<file path="src/rtl/ps2_key_event_decoder.sv">
// PS/2 set-2 key event decoder: make/break/extended-prefix FSM, held-key vector and press/release
// events, all synchronous to CLOCK_50. Define KEY_EVENT_FIFO_EN to queue events in a small FIFO.
module ps2_key_event_decoder #(
   parameter int unsigned PREFIX_TIMEOUT = 2_500_000,
   parameter int unsigned FIFO_AW        = 2
) (
   input  logic        CLOCK_50,
   input  logic        reset,
   input  logic [7:0]  recievedData,
   input  logic        recievedNewData,
   output logic [28:0] key_state,
   output logic        any_key,
   output logic        event_valid,
   output logic        event_is_press,
   output logic [4:0]  event_key,
   input  logic        event_ready,
   output logic        event_overflow
);

   localparam int unsigned CNT_W = $clog2(PREFIX_TIMEOUT + 1);
   localparam logic [CNT_W-1:0] CNT_LAST = CNT_W'(PREFIX_TIMEOUT - 1);

   typedef enum logic [1:0] {StIdle, StBreak, StExt, StExtBreak} state_e;

   state_e           state;
   logic [CNT_W-1:0] tmo_cnt;
   logic             hit;
   logic [4:0]       idx;
   logic             do_make, do_rel, ev_fire;

   always_comb begin
      hit = 1'b1;
      idx = 5'd0;
      case (recievedData)
         8'h0E: idx = 5'd0;   8'h16: idx = 5'd1;   8'h1E: idx = 5'd2;   8'h26: idx = 5'd3;
         8'h25: idx = 5'd4;   8'h2E: idx = 5'd5;   8'h36: idx = 5'd6;   8'h3D: idx = 5'd7;
         8'h3E: idx = 5'd8;   8'h46: idx = 5'd9;   8'h45: idx = 5'd10;  8'h4E: idx = 5'd11;
         8'h55: idx = 5'd12;  8'h66: idx = 5'd13;  8'h0D: idx = 5'd14;  8'h15: idx = 5'd15;
         8'h1D: idx = 5'd16;  8'h24: idx = 5'd17;  8'h2D: idx = 5'd18;  8'h2C: idx = 5'd19;
         8'h35: idx = 5'd20;  8'h3C: idx = 5'd21;  8'h43: idx = 5'd22;  8'h44: idx = 5'd23;
         8'h4D: idx = 5'd24;  8'h54: idx = 5'd25;  8'h5B: idx = 5'd26;  8'h5D: idx = 5'd27;
         8'h29: idx = 5'd28;
         default: hit = 1'b0;
      endcase
   end

   assign do_make = recievedNewData && (state == StIdle) && hit;
   assign do_rel  = recievedNewData && (state == StBreak) && hit;
   // Typematic repeats and releases of unheld keys change nothing, so they raise no event.
   assign ev_fire = (do_make && !key_state[idx]) || (do_rel && key_state[idx]);
   assign any_key = |key_state;

   always_ff @(posedge CLOCK_50) begin
      if (reset) begin
         state     <= StIdle;
         tmo_cnt   <= '0;
         key_state <= '0;
      end else if (recievedNewData) begin
         tmo_cnt <= '0;
         case (state)
            StIdle:
               if (recievedData == 8'hF0)      state <= StBreak;
               else if (recievedData == 8'hE0) state <= StExt;
               else                            state <= StIdle;
            StBreak:
               if (recievedData == 8'hF0)      state <= StBreak;
               else if (recievedData == 8'hE0) state <= StExtBreak;
               else                            state <= StIdle;
            StExt:
               if (recievedData == 8'hF0)      state <= StExtBreak;
               else                            state <= StIdle;
            default: state <= StIdle;
         endcase
         if (do_make) key_state[idx] <= 1'b1;
         if (do_rel)  key_state[idx] <= 1'b0;
      end else if (state == StIdle || tmo_cnt == CNT_LAST) begin
         tmo_cnt <= '0;
         state   <= StIdle;
      end else begin
         tmo_cnt <= tmo_cnt + CNT_W'(1);
      end
   end

`ifdef KEY_EVENT_FIFO_EN
   localparam int unsigned DEPTH = 2 ** FIFO_AW;

   logic [5:0]       mem [DEPTH];
   logic [FIFO_AW:0] wr_ptr, rd_ptr;
   logic             empty, full, push, pop;

   assign empty = (wr_ptr == rd_ptr);
   assign full  = (wr_ptr[FIFO_AW] != rd_ptr[FIFO_AW]) &&
                  (wr_ptr[FIFO_AW-1:0] == rd_ptr[FIFO_AW-1:0]);
   assign pop   = !empty && event_ready;
   // A pop in the same cycle frees the slot, so a push into a full FIFO is not dropped then.
   assign push  = ev_fire && (!full || pop);

   assign event_valid                 = !empty;
   assign {event_is_press, event_key} = mem[rd_ptr[FIFO_AW-1:0]];

   always_ff @(posedge CLOCK_50) begin
      if (reset) begin
         wr_ptr         <= '0;
         rd_ptr         <= '0;
         event_overflow <= 1'b0;
         for (int i = 0; i < DEPTH; i++) mem[i] <= '0;
      end else begin
         if (push) begin
            mem[wr_ptr[FIFO_AW-1:0]] <= {do_make, idx};
            wr_ptr                   <= wr_ptr + 1'b1;
         end
         if (pop) rd_ptr <= rd_ptr + 1'b1;
         if (ev_fire && full && !pop) event_overflow <= 1'b1;
      end
   end
`else
   logic             unused_event_ready;
   logic [FIFO_AW:0] unused_fifo_aw;
   assign unused_event_ready = event_ready;
   assign unused_fifo_aw     = '0;
   assign event_overflow     = 1'b0;

   always_ff @(posedge CLOCK_50) begin
      if (reset) begin
         event_valid    <= 1'b0;
         event_is_press <= 1'b0;
         event_key      <= 5'd0;
      end else begin
         event_valid <= ev_fire;
         if (ev_fire) begin
            event_is_press <= do_make;
            event_key      <= idx;
         end
      end
   end
`endif

endmodule

</file>
<file path="config.mk">
export PLATFORM = sky130hd
export DESIGN_NAME = ps2_key_event_decoder
export DESIGN_NICKNAME = d
export VERILOG_FILES = /design/src/rtl/ps2_key_event_decoder.sv
export SDC_FILE = /design/constraint.sdc
export NUM_CORES = 1
export LEC_CHECK = 0
export ABC_AREA = 1
export CORE_AREA = 2 2 127 129
export CTS_BUF_LIST = sky130_fd_sc_hd__clkbuf_4 sky130_fd_sc_hd__clkbuf_8
export DETAILED_ROUTE_END_ITERATION = 8
export DIE_AREA = 0 0 129 131
export GPL_ROUTABILITY_DRIVEN = 0
export GPL_TIMING_DRIVEN = 0
export HOLD_SLACK_MARGIN = 0.15
export PLACE_DENSITY_LB_ADDON = 0.15
export RECOVER_POWER = 25
export SYNTH_ARGS = -nofsm -noshare
export SYNTH_HDL_FRONTEND = slang
export SYNTH_SLANG_ARGS = --single-unit
</file>
<file path="constraint.sdc">
create_clock -name CLOCK_50 -period 4 [get_ports CLOCK_50]
set_clock_uncertainty 0.05 [all_clocks]
set_input_delay 0.4 -clock CLOCK_50 [delete_from_list [all_inputs] [get_ports CLOCK_50]]
set_output_delay 0.4 -clock CLOCK_50 [all_outputs]
set_load 0.05 [all_outputs]
</file>
==> reports/qor.csv, run 1 <==
stage,metric,value,unit
clock_tree,htree_levels,3,
pwr,clkPwrFrac,0.398,
place,dp_hpwl,9497,um
critical_path,crit_arrival,3.25,ns
clock_tree,cts.clk_slew.worst_paths,0.07,ns
place,port-buffer-count,47,
clock_tree,postCtsSetupBuffers,0,
route,drt_iter0_drc,234,
route,route.detailed.drc,0,
place,placed_cells,871,
critical_path,worstSetupStartpointType,primary input,
pwr,power_density,278.0,mW/mm^2
pwr,p_comb_frac,0.132,
route,num_vias,3936,
place,pre_cts_ws,0.6734,ns
finish,mostFrequentLayoutCell,nand2_1,
finish,drive_gt1_frac,0.1013,
timing,period_minus_slack,3.023,ns
floorplan,die_area,0.01690,mm^2
timing,rsz0062_at_grt,false,
timing,drv_slew,0,
clock_tree,cts-root-buf,clkbuf_8,
finish,instances_no_fill,887,
floorplan,num_rows,46,
timing,hold_viol,0,
global_route,gr-usage-all-layers,0.1446,
pwr,total_power,0.001282,W
route,post_drt_wl_per_cell,13.19,um
critical_path,r2r-start,tmo_cnt[0],
finish,area_growth,25.11,%
finish,final_cell_mix,"nand2_1 (168), nor2_1 (89), inv_1 (74)",
timing,tightest_slew,0.7303,ns
timing,tns,0,ns
hold_path,hp-start,tmo_cnt[0],
global_route,grt_pass1_wl,18810,um
clock_tree,cts_tree,built,
route,viasPerCell,4.437,
synth,avgSynthCellArea,6.065,um^2
floorplan,io_pins,50,
critical_path,rr_worst_depth,14,
pwr,peakVddDrop,0.0001141,V
timing,fin_crit_sh,0.7558,
global_route,antenna_found_initial,0,
pwr,leakagePower,1.964,nW
critical_path,end_kind,flop,
clock_tree,cts.sinks,60,
critical_path,r2r_end,tmo_cnt[20],
global_route,grt_overflow,0,
finish,n_antenna_cell,0,
route,wl,11700,um
critical_path,crit_fanout,10,
synth,ys_seq_area_frac,0.3258,
timing,setup_ws,0.9769,ns
pwr,switching_power,0.0003813,W
synth,synth_warnings,0,
finish,multi_input_area,0.002100,mm^2
finish,regArea,0.001201,mm^2
hold_path,hold_end,tmo_cnt[0],
hold_path,hold_depth,1,
finish,final_nets,679,
critical_path,r2r_setup_slack,1.49,ns
timing,slew_headroom,0.5094,
synth,syn-num-nets,621,
timing,setup_violations,0,
route,dr.pass1.iters,4,
global_route,grt_max_degree,13,
synth,synth_cell_types,33,
floorplan,die_w,129,um
timing,max_freq,330.8,MHz
floorplan,core_area,0.01560,mm^2
synth,syn-instance-count,608,
finish,fillers,1773,
floorplan,initial_core_util,0.2364,
route,ant_nets,0,
global_route,grt_pass1_vias,3740,
pwr,internal_power,0.0009012,W
job,drv_cap,0,
clock_tree,cts.path.max_buffers,2,
synth,synth-seq-cells,60,
pwr,switching_share,0.2973,
floorplan,die_h,131,um
clock_tree,postCtsHoldBufs,0,
clock_tree,cts_resized,0,
pwr,power_frac_seq,0.471,
critical_path,criticalPathCategory,primary input to flop,
timing,fin_hold_ws,0.4164,ns
clock_tree,cts_made_buffers,9,
run_status,status,"complete, no violations",
critical_path,required,4.22,ns
synth,syn_area,0.003687,mm^2
hold_path,hold_class,flop to flop,
clock_tree,clk_latency,0.35,ns
-- through the flow --
step | util | area (um^2)
3_3_place_gp | 0.2839 | 4428
6_report | 0.2958 | 4613
3_5_place_dp | 0.2839 | 4428
5_1_grt | 0.2958 | 4613
2_1_floorplan | - | 3687
4_1_cts | 0.2958 | 4613
-- critical path, stage by stage --
cell and delay (ns):
clkdlybuf4s50_1 0.55, nand2_2 0.10, inv_2 0.07, nand2_2 0.08
nor3_1 0.58, nor3_1 0.09, and2_4 0.17, inv_2 0.07
nor3_2 0.05, nand2_1 0.11, nand2_1 0.10, nor2_4 0.22
inv_2 0.15, buf_6 0.17, o21ai_0 0.13, o21ai_0 0.10
nor2_1 0.10
-- worst max path at each step --
stage,start,end
finish,recievedData[5],key_state[2]
floorplan,tmo_cnt[0],tmo_cnt[20]
CTS,recievedData[5],key_state[2]
global placement,recievedData[5],key_state[2]
detailed placement,recievedData[5],key_state[5]
global route,recievedData[2],key_state[2]
-- kinds of logic after synthesis --
kind of cell	count (synthesis)	synth area share
buffers and inverters	95	0.1049
AND/OR/NAND/NOR	359	0.4333
flip-flops	60	0.3258
other	1	0.001017
XOR/XNOR	3	0.007127
AO/OA/AOI/OAI	89	0.1245
adder cells (fa/ha/maj)	1	0.003393
-- routing by layer --
metal | wire (um) | share of wire | GRT usage
met3 | 449 | 0.038 | 0.02362
met5 | 0 | 0 | 0
met1 | 5861 | 0.50 | 0.1959
met2 | 5114 | 0.44 | 0.2269
met4 | 272 | 0.023 | 0.06458
-- sequential cells by signal (all words and copies together) (netlist names) --
| signal | flops |
|---|---|
| key_state | 29 |
| event_valid | 1 |
| tmo_cnt | 22 |
| event_is_press | 1 |
| state | 2 |
| event_key | 5 |
-- Yosys cell counts --
cell type,instances,area [um^2]
dfxtp_1,60,1201
a211oi_1,2,15.01
inv_2,9,33.78
nor3_2,5,50.05
nor3b_1,1,7.510
nor4_2,1,12.51
o21a_1,2,15.01
nor3_1,6,30.03
buf_6,3,33.78
xor2_1,2,17.52
or2_2,1,6.260
nand3_1,43,215.2
nand2_2,12,75.07
and2_4,1,8.760
o22ai_1,1,6.260
nor2_4,4,45.04
nand2_1,168,630.6
buf_2,3,15.01
ha_1,1,12.51
o21ai_0,44,220.2
nand4_1,10,62.56
nor4_1,6,37.54
nor2_1,89,334.1
inv_1,74,277.8
nor2_2,10,62.56
conb_1,1,3.750
a21oi_1,31,155.2
buf_4,1,7.510
nand3_2,2,20.02
o211ai_1,1,7.510
o21ai_1,8,40.04
xnor2_1,1,8.760
clkbuf_1,5,18.77
-- layout make-up --
| cell class | count | area share |
|---|---|---|
| Sequential cell | 60 | 0.2604 |
| Clock inverter | 6 | 0.01031 |
| Buffer | 12 | 0.01627 |
| Tap cell | 216 | 0.05858 |
| Inverter | 83 | 0.06753 |
| Timing Repair Buffer | 47 | 0.1020 |
| Multi-Input combinational cell | 453 | 0.4551 |
| Clock buffer | 10 | 0.02983 |
-- power by group through the flow --
stage	Clock, W	Combinational [W]	Sequential (W)
final	0.000510	0.000169	0.000603
after global routing	0.000562	0.000188	0.000604
after CTS	0.000535	0.000171	0.000604
after detailed placement	0	0.000170	0.000618
after global placement	0	0.000170	0.000618
after floorplan	0	0.0000997	0.000634
Note: power is estimated with default switching activity, not from simulation.
==> run 2: changes to the inputs <==
==> constraint.sdc (replaced) <==
create_clock -name CLOCK_50 -period 2.9 [get_ports CLOCK_50]
set_clock_uncertainty 0.05 [all_clocks]
set_input_delay 0.29 -clock CLOCK_50 [delete_from_list [all_inputs] [get_ports CLOCK_50]]
set_output_delay 0.29 -clock CLOCK_50 [all_outputs]
set_load 0.05 [all_outputs]
==> reports/qor.csv, run 2 (synthesis gave the netlist of run 1 again) <==
stage,metric,value,unit
run_status,status,"complete, no violations",
critical_path,crit_arrival,2.34,ns
finish,mostFrequentLayoutCell,nand2_1,
critical_path,required,2.56,ns
clock_tree,cts_tree,built,
critical_path,cp_slowest_cell,clkdlybuf4s50_1,
clock_tree,clk_latency,0.35,ns
clock_tree,htree_levels,3,
critical_path,cpLargestDelayFamily,buffers and inverters,
clock_tree,cts.clk_slew.worst_paths,0.07,ns
timing,slew_headroom,0.5377,
global_route,grt_max_degree,13,
timing,fin_crit_sh,0.9248,
critical_path,critical_path_depth,5,
critical_path,end_kind,output port,
place,placed_area,0.004428,mm^2
finish,reg_top3,"key_state x29, tmo_cnt x22, event_key x5",
critical_path,slowest_delay,0.75,ns
route,ant_nets,0,
finish,area_growth,28.20,%
critical_path,worstSetupStartpointType,flop,
pwr,power_density,377.0,mW/mm^2
place,placed_cells,871,
finish,final_area,0.004727,mm^2
place,port-buffer-count,47,
floorplan,num_rows,46,
critical_path,path_cells,inv_1 > nand4_1 > nor4_1 > nand4_1 > clkdlybuf4s50_1,
pwr,leakagePower,2.029,nW
route,num_vias,3949,
finish,final_nets,682,
global_route,antenna_found_initial,0,
timing,max_freq,372.9,MHz
critical_path,rr_worst_depth,14,
route,route.detailed.drc,0,
finish,final_cell_mix,"nand2_1 (163), nor2_1 (82), inv_1 (74)",
job,drv_cap,0,
pwr,total_power,0.001782,W
floorplan,die_w,129,um
route,dr.pass1.iters,5,
global_route,grt_overflow,0,
pwr,peakVddDrop,0.0001573,V
clock_tree,cts.path.max_buffers,2,
place,pre_cts_ws,-0.3166,ns
floorplan,die_area,0.01690,mm^2
global_route,grt_pass1_wl,18810,um
hold_path,hold_class,flop to flop,
floorplan,die_h,131,um
timing,setup_ws,0.2182,ns
critical_path,critPathBufInv,2,
floorplan,initial_core_util,0.2364,
route,drt_iter0_drc,213,
route,wl,11750,um
timing,setup_violations,0,
route,viasPerCell,4.437,
critical_path,cpMostUsedCell,nand4_1,
timing,tightest_slew,0.6909,ns
route,post_drt_wl_per_cell,13.20,um
finish,drive_gt1_frac,0.1246,
global_route,grt_pass1_vias,3740,
finish,instances_no_fill,890,
critical_path,crit_fanout,3,
clock_tree,cts.sinks,60,
timing,hold_viol,0,
timing,rsz0062_at_grt,false,
floorplan,core_area,0.01560,mm^2
critical_path,criticalPathCategory,flop to output port,
finish,largest_register_ffs,29,
clock_tree,cts-root-buf,clkbuf_8,
global_route,gr-usage-all-layers,0.1446,
finish,n_antenna_cell,0,
hold_path,hold_depth,1,
clock_tree,cts_made_buffers,9,
finish,regMostFlops,key_state,
timing,drv_slew,0,
floorplan,io_pins,50,
timing,period_minus_slack,2.682,ns
place,dp_hpwl,9497,um
## run 2: changes by cell type in the layout (fill, tap and decap cells not counted), sizes merged
cell           change
clkdlybuf4s50      -3
buf                +2
dlymetal6s2s       +2
clkbuf             +1
dlygate4sd3        +1
## run 2: stage by stage
step | setup TNS [ns] | utilization | hold slack [ns]
4_1_cts | 0 | 0.2958 | 0.4190
3_5_place_dp | -7.084 | 0.2839 | 0.4023
3_3_place_gp | -7.221 | 0.2839 | 0.3978
5_1_grt | 0 | 0.3031 | 0.4633
6_report | 0 | 0.3031 | 0.4164
2_1_floorplan | 0 | - | 0.3803
## run 2: area by class of cell
type,count,area [um^2]
Multi-Input combinational cell,453,2181
Clock buffer,10,137.6
Tap cell,216,270.3
Fill cell,1761,10870
Buffer,12,80.08
Timing Repair Buffer,50,498.0
Inverter,83,311.5
Clock inverter,6,47.55
Sequential cell,60,1201
## run 2: where the power goes
group          switching (W)  leakage [nW]  internal, W  total [W]
sequential        0.00000237         0.483     0.000830   0.000832
combinational       0.000166          1.45    0.0000777   0.000244
clock               0.000365        0.0933     0.000340   0.000705
## run 2: routing by layer
layer  vias up  global-route usage  wire length [um]
met5         -                   0                 0
met2        81              0.2269              5183
met1      1796              0.1959              5891
li1       2055                   -                 -
met4         0             0.06458               240
met3        17             0.02362               433
## run 2: what timing repair did
item,4_1_cts,5_1_grt
hold buffers,0,0
endpoints found under the setup margin,0,34
buffers inserted,0,3
resized for setup,0,27
## run 2: final timing paths
| kind | start | end | slack, ns |
|---|---|---|---|
| max reg2reg | tmo_cnt[0] | tmo_cnt[20] | 0.41 |
| max | key_state[23] | any_key | 0.22 |
| min | tmo_cnt[0] | tmo_cnt[0] | 0.42 |
| min reg2reg | tmo_cnt[0] | tmo_cnt[0] | 0.42 |
## run 2: worst register-to-register path, delay by kind of cell, from the launching register on
kind / cells / cell delay, ns
AO/OA/AOI/OAI: 2 / 0.17
flip-flops: 1 / 0.37
AND/OR/NAND/NOR: 11 / 1.63
adder cells (fa/ha/maj): 1 / 0.18
==> run 3: changes to the inputs <==
--- a/config.mk
+++ b/config.mk
@@ -6,12 +6,12 @@
 export NUM_CORES = 1
 export LEC_CHECK = 0
 export ABC_AREA = 1
+export CAP_MARGIN = 40
 export CORE_AREA = 2 2 127 129
 export CTS_BUF_LIST = sky130_fd_sc_hd__clkbuf_4 sky130_fd_sc_hd__clkbuf_8
 export DETAILED_ROUTE_END_ITERATION = 8
 export DIE_AREA = 0 0 129 131
 export GPL_ROUTABILITY_DRIVEN = 0
-export GPL_TIMING_DRIVEN = 0
 export HOLD_SLACK_MARGIN = 0.15
 export PLACE_DENSITY_LB_ADDON = 0.15
 export RECOVER_POWER = 25
==> constraint.sdc (replaced) <==
create_clock -name CLOCK_50 -period 3.3 [get_ports CLOCK_50]
set_clock_uncertainty 0.05 [all_clocks]
set_input_delay 0.33 -clock CLOCK_50 [delete_from_list [all_inputs] [get_ports CLOCK_50]]
set_output_delay 0.33 -clock CLOCK_50 [all_outputs]
set_load 0.05 [all_outputs]
==> reports/qor.csv, run 3 (synthesis gave the netlist of run 1 again) <==
stage,metric,value,unit
clock_tree,htree_levels,3,
timing,tightest_slew,0.5552,ns
critical_path,critPathBufInv,1,
global_route,gr-usage-all-layers,0.1455,
floorplan,die_area,0.01690,mm^2
critical_path,slowest_delay,0.54,ns
route,route.detailed.drc,0,
global_route,grt_max_degree,22,
critical_path,cpMostUsedCell,nand2_1,
timing,setup_ws,0.5450,ns
clock_tree,clk_latency,0.36,ns
clock_tree,cts_resized,0,
finish,n_antenna_cell,0,
critical_path,required,3.54,ns
timing,setup_violations,0,
floorplan,die_h,131,um
clock_tree,postCtsHoldBufs,0,
route,wl,11670,um
timing,hold_viol,0,
critical_path,end_kind,flop,
timing,rsz0062_at_grt,false,
place,port-buffer-count,47,
global_route,grt_pass1_wl,19180,um
place,placed_cells,868,
critical_path,criticalPathCategory,primary input to flop,
place,pre_cts_ws,0.1997,ns
hold_path,hold_class,flop to flop,
run_status,status,"complete, no violations",
finish,reg_top3,"key_state x29, tmo_cnt x22, event_key x5",
route,num_vias,3962,
route,post_drt_wl_per_cell,13.20,um
global_route,met3_usage,0.02362,
clock_tree,cts.clk_slew.worst_paths,0.07,ns
route,ant_nets,0,
global_route,antenna_found_initial,0,
floorplan,io_pins,50,
route,dr.pass1.iters,4,
clock_tree,cts_made_buffers,9,
clock_tree,cts-root-buf,clkbuf_8,
route,viasPerCell,4.482,
critical_path,crit_fanout,15,
timing,period_minus_slack,2.755,ns
pwr,total_power,0.001624,W
place,dp_hpwl,9105,um
clock_tree,cts.sinks,60,
floorplan,num_rows,46,
finish,final_nets,676,
pwr,power_density,351.3,mW/mm^2
global_route,gr-usage-met2,0.2300,
finish,final_cell_mix,"nand2_1 (168), nor2_1 (89), inv_1 (74)",
finish,regMostFlops,key_state,
finish,mostFrequentLayoutCell,nand2_1,
global_route,top_usage_layer,met2,
finish,area_growth,25.35,%
global_route,grt_overflow,0,
pwr,leakagePower,1.973,nW
timing,slew_headroom,0.6295,
global_route,grt_use_met1,0.2041,
clock_tree,cts_tree,built,
critical_path,cp_slowest_cell,clkdlybuf4s50_1,
finish,instances_no_fill,884,
clock_tree,cts.path.max_buffers,2,
timing,max_freq,363.0,MHz
critical_path,cpLargestDelayFamily,simple AND/OR/NAND/NOR gates,
timing,fin_crit_sh,0.8348,
clock_tree,postCtsSetupBuffers,0,
global_route,grt_pass1_vias,3848,
finish,largest_register_ffs,29,
floorplan,core_area,0.01560,mm^2
finish,drive_gt1_frac,0.1048,
job,drv_cap,0,
pwr,peakVddDrop,0.0001429,V
floorplan,initial_core_util,0.2364,
finish,finish.utilization,0.2963,
timing,tns,0,ns
critical_path,path_cells,clkdlybuf4s50_1 > nor2_2 > nand2_1 > nor2_1 > nor2_1 > nand3_1 > nor2_4 > nand2_1 > nand2_1 > nand2_1 > nand2_1 > nand2_1 > nand2_1 > nor2_4 > nand2_2 > nand2_2 > nand3_1 > nand2_1 > nor2_1,
critical_path,crit_arrival,2.99,ns
critical_path,r2r_setup_slack,0.66,ns
critical_path,worstSetupStartpointType,primary input,
timing,drv_slew,0,
floorplan,die_w,129,um
route,drt_iter0_drc,224,
==> run 3: cell count changes in the layout (fill, tap and decap cells not counted), sizes merged <==
cell	delta
clkbuf	-6
inv	-2
dlygate4sd3	-1
clkinvlp	+1
dlymetal6s2s	-2
clkdlybuf4s50	+3
bufinv	+1
==> run 3: worst paths after layout <==
check / depth (start not counted) / startpoint / endpoint
setup / recovery: 19 / recievedData[7] / event_key[4]
hold / removal: 1 / tmo_cnt[0] / tmo_cnt[0]
setup reg to reg: 14 / tmo_cnt[0] / tmo_cnt[20]
hold reg to reg: 1 / tmo_cnt[0] / tmo_cnt[0]
==> run 3: layout make-up <==
type	count	area, um^2
multi-input combinational	453	2100
sequential	60	1201
inverter	83	311.5
timing repair buffer	56	538.0
clock buffer	10	137.6
fill	1768	10980
clock inverter	6	63.81
tap	216	270.3
==> run 3: stage by stage <==
step,cell area (um^2),hold WS [ns]
final,4622,0.4164
after detailed placement,4420,0.4096
after CTS,4622,0.4205
after global placement,4420,0.3964
after global routing,4622,0.4467
after floorplan,3687,0.3803
==> run 3: routing by layer <==
layer	vias up	share of wire
li1	2044	-
met1	1834	0.51
met2	76	0.44
met3	8	0.041
met4	0	0.012
met5	-	0
==> run 3: power by group <==
part / internal (W) / switching, W / leakage, nW
logic: 0.0000625 / 0.000138 / 1.39
registers: 0.000729 / 0.00000230 / 0.483
clock network: 0.000368 / 0.000324 / 0.0983
total: 0.00116 / 0.000464 / 1.97
